<file path="src/rtl/apb_mem_slave.sv">
// APB3 word-addressed RAM completer with fixed per-direction wait states and pslverr on range/alignment/protect faults.
// Latency: 1 setup + (WAIT+1) access cycles; waits are the only backpressure, and dropping psel in ACCESS aborts the transfer.
module apb_mem_slave #(
    parameter int DATA_WIDTH = 32,
    parameter int ADDR_WIDTH = 32,
    parameter int DEPTH      = 64,
    parameter int RD_WAIT    = 1,
    parameter int WR_WAIT    = 0
) (
    input  logic                  pclk,
    input  logic                  presetn,
    input  logic                  psel,
    input  logic                  penable,
    input  logic                  pwrite,
    input  logic [ADDR_WIDTH-1:0] paddr,
    input  logic [DATA_WIDTH-1:0] pwdata,
    input  logic                  wprot,
    output logic [DATA_WIDTH-1:0] prdata,
    output logic                  pready,
    output logic                  pslverr
);

    localparam int IW = ADDR_WIDTH - 2;
    localparam int MW = (DEPTH > 1) ? $clog2(DEPTH) : 1;

    typedef enum logic {
        IDLE,
        ACCESS
    } state_t;

    typedef struct packed {
        logic [MW-1:0] idx;
        logic          wr;
        logic          err;
    } req_t;

    state_t                state_q, state_d;
    req_t                  req_q;
    logic [3:0]            cnt_q;
    logic [DATA_WIDTH-1:0] rdata_q;
    logic [DATA_WIDTH-1:0] mem [DEPTH];

    logic                  setup;
    logic                  in_range;
    logic                  req_err;
    logic                  access_beat;
    logic                  done;
    logic [IW-1:0]         word_idx;
    logic [MW-1:0]         mem_idx;

    // The full upper address is range-checked so out-of-range indices never alias onto real words.
    assign word_idx    = paddr[ADDR_WIDTH-1:2];
    assign mem_idx     = paddr[MW+1:2];
    assign in_range    = word_idx < IW'(DEPTH);
    assign req_err     = ~in_range | (paddr[1:0] != 2'b00) | (pwrite & wprot);
    assign setup       = psel & ~penable;
    assign access_beat = (state_q == ACCESS) & psel & penable;
    assign done        = access_beat & (cnt_q == 4'd0);

    always_ff @(posedge pclk or negedge presetn) begin
        if (!presetn) begin
            state_q <= IDLE;
            req_q   <= '0;
            cnt_q   <= 4'd0;
            rdata_q <= '0;
        end else begin
            state_q <= state_d;
            if (setup) begin
                req_q   <= '{idx: mem_idx, wr: pwrite, err: req_err};
                cnt_q   <= pwrite ? 4'(WR_WAIT) : 4'(RD_WAIT);
                rdata_q <= in_range ? mem[mem_idx] : '0;
            end else if (access_beat && cnt_q != 4'd0) begin
                cnt_q <= cnt_q - 4'd1;
            end
        end
    end

    always_comb begin
        state_d = state_q;
        pready  = 1'b0;
        pslverr = 1'b0;
        prdata  = '0;
        if (setup) begin
            state_d = ACCESS;
        end else if (state_q == ACCESS) begin
            if (!psel || done) begin
                state_d = IDLE;
            end
        end
        if (done) begin
            pready  = 1'b1;
            pslverr = req_q.err;
            if (!req_q.wr && !req_q.err) begin
                prdata = rdata_q;
            end
        end
    end

    // Storage is deliberately not reset; done is held low by the async-reset state register.
    always_ff @(posedge pclk) begin
        if (done && req_q.wr && !req_q.err) begin
            mem[req_q.idx] <= pwdata;
        end
    end

endmodule

</file>
<file path="config.mk">
export PLATFORM = sky130hd
export DESIGN_NAME = apb_mem_slave
export DESIGN_NICKNAME = d
export VERILOG_FILES = /design/src/rtl/apb_mem_slave.sv
export SDC_FILE = /design/constraint.sdc
export NUM_CORES = 2
export LEC_CHECK = 0
export ABC_AREA = 1
export BUFFER_PORTS_ARGS = -buffer_cell sky130_fd_sc_hd__buf_4
export CAP_MARGIN = 25
export CORE_MARGIN = 5
export CORE_UTILIZATION = 50
export CTS_BUF_LIST = sky130_fd_sc_hd__clkbuf_4 sky130_fd_sc_hd__clkbuf_8
export DETAILED_ROUTE_END_ITERATION = 16
export GPL_TIMING_DRIVEN = 1
export PLACE_DENSITY = 0.66
export SLEW_MARGIN = 20
export SYNTH_ARGS = -nofsm -noshare
export SYNTH_HDL_FRONTEND = slang
export SYNTH_SLANG_ARGS = --single-unit
</file>
<file path="constraint.sdc">
create_clock -name pclk -period 4.88 [get_ports pclk]
set_clock_uncertainty 0.1 [all_clocks]
set_input_delay 0.488 -clock pclk [delete_from_list [all_inputs] [get_ports pclk]]
set_output_delay 0.488 -clock pclk [all_outputs]
set_load 0.05 [all_outputs]
</file>
Word-level counts from Yosys, hierarchy flattened --
Memories as Yosys holds them, arrays and structs flattened. Index checks and enable logic that the tools add are counted.
Cells by class: add/subtract/negate cells 1, muxes and demuxes 13, $lt $le $gt $ge 1, reduce and logical (&&, ||, !) cells 12, bitwise gates (word level) 9
Operator list (count):
- $mux 32 | 3
- $lt 30x7->1 const B | 1
- $mux 1 | 8
- $mux 4 | 2
- $and 1x1->1 | 5
- $logic_and 1x1->1 | 4
- $logic_not 4->1 | 1
- $reduce_bool 2->1 | 2
- $reduce_bool 4->1 | 1
- $sub 4x1->4 const B | 1
- $logic_not 1->1 | 3
- $not 1->1 | 2
- $or 1x1->1 | 2
- $logic_or 1x1->1 | 1
Word-level totals: output and inout port bits 34, RAM bits 2048, bits of input ports 70, memories kept 1, word-level logic and storage cells 43, bits in registers 45
Memories:
- mem | depth 64, width 32, read ports 1, clocked after memory_dff 0, write ports 1, RTL line 41 | logic [DATA_WIDTH-1:0] mem [DEPTH];

Longest topological paths before layout --
word-level depth 7, depth in mapped cells 14, gate-level depth less buffers 11

Worst setup path before layout --
OpenSTA, ideal clock, no wires.
path type register to register, start register cnt_q[0], end memory mem[0][0] (enable), data required time 4359 ps, setup time 421 ps, data arrival time 2932 ps, path buffers 1, clock period less this slack 3453 ps, cell stages (with the launch flop) 10, slack 1427 ps, cells stage by stage dfrtp_1 -> inv_1 -> ha_1 -> nand3_1 -> nor2_4 -> inv_2 -> buf_4 -> nor4_4 -> nand3_1 -> nor2_1
On the way: word-level cells in the longest chain between the ends 6
Ends and longest elaborated chain:
- start: declaration | RTL line 39 | logic [3:0] cnt_q;
- start signal: assignment | RTL line 70 | cnt_q <= pwrite ? 4'(WR_WAIT) : 4'(RD_WAIT);
- start signal: assignment | RTL line 73 | cnt_q <= cnt_q - 4'd1;
- $logic_not 4->1 | RTL line 58 | assign done = access_beat & (cnt_q == 4'd0);
- $and 1x1->1 | RTL line 58
- $logic_and 1x1->1 (2 in series) | RTL line 101 | if (done && req_q.wr && !req_q.err) begin
- $mux 1 | RTL line 101
- $mux 1 (implied by the code) | RTL line 102 | mem[req_q.idx] <= pwdata;
- end: declaration | RTL line 41
Every way passes these cells.

Final worst setup path --
start register cnt_q[0], end output prdata[11]
On the way: word-level cells in the longest chain between the ends 3
Ends and longest elaborated chain:
- $logic_not 4->1 | RTL line 58
- $and 1x1->1 | RTL line 58
- $mux 32 | RTL line 90 | if (done) begin
- end: declaration | RTL line 18 | output logic [DATA_WIDTH-1:0] prdata,
Every way passes these cells.

==> out/qor.csv <==
metric,value,unit
status,"complete, no violations",
row_count,150,
grt_max_degree,173,
cp_common_cell,buf_4,
synth_cell_type_count,27,
place_congestion,0.9326,
final_common_cell,nand2_1,
syn_area_per_cell,12.14,µm²
post_drt_wl_per_cell,25.42,µm
clockRootBuffer,clkbuf_8,
critPathMaxFanout,25,
synthArstFlopShare,0.02150,
final_cell_area,0.09461,mm²
core,0.1668,mm²
io_pins,104,
ys_warn_count,0,
fin_setup_tns,0,ns
cp_slowest_cell,nor2_1,
synth_ff_type,edfxtp_1,
fin_util,0.5670,
cts_setup_buffers,0,
clkTransAtPathRegs,0.06,ns
via_count,56540,
grt_use_total,0.2753,
hold_violations,0,
synth_edf_count,2048,
grt_pass1_wl,356000,µm
max_stage_delay,0.59,ns
total_power,36.63,mW
area_growth,12.98,%
critPathKind,flip-flop to output pin,
crit_path_cell_trace,inv_1 -> ha_1 -> nand3_1 -> nor2_4 -> buf_4 -> nand2_1 -> nor2_1 -> buf_4,
cts.sinks,2093,
antenna_found_initial,6,
start_kind,flip-flop,
powerDensity,387.2,mW/mm²
finalSetupViolCount,0,
route.detailed.drc,0,
finalMaxSlewViolations,0,
dr.pass1.iters,7,
drive_above_1_share,0.1225,
detail-route-antenna-nets,0,
cp.arrival,3.47,ns
ir_drop,0.0003037,V
worst_setup_path_end_kind,output pin,
final_cell_mix,"nand2_1, edfxtp_1, nand3_1, clkbuf_8, buf_4",
viasPerCell,5.891,
max-clock-path-buffers,4,
fmaxAchievable,246.5,MHz
pre_cts_slack,1.276,ns
htreeDepth,5,
worst_pin_slew,1.115,ns
cp.required,4.29,ns
cts_made_buffers,339,
die_w,419.3,µm
port_buffers,103,
hold_class,input pin to flip-flop,
start_util,0.5019,
clock_latency,1.04,ns
syn_area,0.08374,mm²
setup_ws,0.8226,ns
drt_wl_total,243900,µm
dpl-instance-area,0.08754,mm²
die_h,419.3,µm
whs,0.1453,ns
fin_nets,7214,
synth-seq-cells,2093,
p_leak,33.44,nW
synth_nets,6969,
yosysSeqAreaShare,0.7478,
drt_iter0_drc,7512,
dieArea,0.1758,mm²
period_share,0.8314,
grt_pass1_vias,53920,
dp_hpwl,128900,µm
rsz0062_at_grt,false,
relSlewSlack,0.2541,
grt_overflow_total,0,
critical-path-top-delay-family,simple AND/OR/NAND/NOR gates,
cap_violations,0,
dp_cells,8947,
layoutNonFillerInstCount,9597,
crit_buf_inv,3,
cts_tree,built,
period_needed,4.057,ns
syn_inst,6898,
## worst reg2reg max path: cells and delay by family, from the launching register on
family                     cells  cell delay (ns)
adders and majority gates      1             0.23
buffers and inverters          4             0.95
DFF                            1             0.36
and+or+nand+nor                5             1.74
## synthesized netlist by cell type (2+ instances only)
| master | count | area (µm²) |
|---|---|---|
| nand4_1 | 3 | 18.77 |
| nor3b_1 | 8 | 60.06 |
| dfrtp_1 | 45 | 1126 |
| inv_2 | 5 | 18.77 |
| edfxtp_1 | 2048 | 61500 |
| inv_1 | 16 | 60.06 |
| nand2_1 | 2168 | 8138 |
| o21ai_0 | 10 | 50.05 |
| buf_2 | 278 | 1391 |
| a31oi_1 | 2 | 12.51 |
| buf_6 | 2 | 22.52 |
| clkbuf_1 | 120 | 450.4 |
| nand3_1 | 2026 | 10140 |
| nor2_1 | 92 | 345.3 |
| a21oi_1 | 2 | 10.01 |
| buf_1 | 43 | 161.4 |
| nor4_1 | 6 | 37.54 |
| buf_4 | 15 | 112.6 |
## worst paths after layout
kind | start | endpoint | slack (ns) | cells past startpoint
max | cnt_q[0] | prdata[11] | 0.82 | 8
min | paddr[6] | rdata_q[3] | 0.15 | 5
max reg2reg | cnt_q[0] | mem[48][2] | 1.16 | 10
min reg2reg | rdata_q[12] | rdata_q[12] | 0.38 | 2
max in group asynchronous | presetn | rdata_q[28] | 3.96 | 4
min in group asynchronous | presetn | state_q | 0.39 | 4
## where the power goes
part / total (mW) / internal [mW] / switching, mW / leakage, nW
Clock: 14.6 / 7.91 / 6.72 / 3.43
Combinational: 2.26 / 0.538 / 1.72 / 11.0
Sequential: 19.8 / 19.7 / 0.0113 / 19.0
Total: 36.6 / 28.2 / 8.45 / 33.4
## layout make-up
cell class,count,area (µm²)
Timing Repair Buffer,362,3279
Clock buffer,481,5863
Clock inverter,106,566.8
Fill cell,13240,72240
Multi-Input combinational cell,4325,19390
Inverter,22,120.1
Antenna cell,4,10.01
Tap cell,2204,2758
Sequential cell,2093,62630
## cell families after synthesis
family,after synthesis,share of synthesized area
AOI/OAI and AO/OA,16,0.001031
adders and majority gates,1,0.0001494
and+or+nand+nor,4308,0.2244
DFF,2093,0.7478
buffers and inverters,480,0.02655
## what timing repair did
item	in CTS	in global routing
hold buffers	58	0
resized for setup	0	0
setup endpoints to repair	0	0
hold endpoints to repair	2078	0
## routing by layer
| layer | routed length [µm] | global-route usage |
|---|---|---|
| met2 | 111500 | 0.4213 |
| met5 | 11 | 0 |
| met1 | 94290 | 0.3813 |
| met3 | 26560 | 0.05982 |
| met4 | 11580 | 0.1264 |
## flip-flops by register name, summed over array words and instances (netlist names)
signal	count
mem	2048
state_q	1
rdata_q	32
cnt_q	4
req_q	8
No activity file was read; power rests on OpenSTA's default activity.
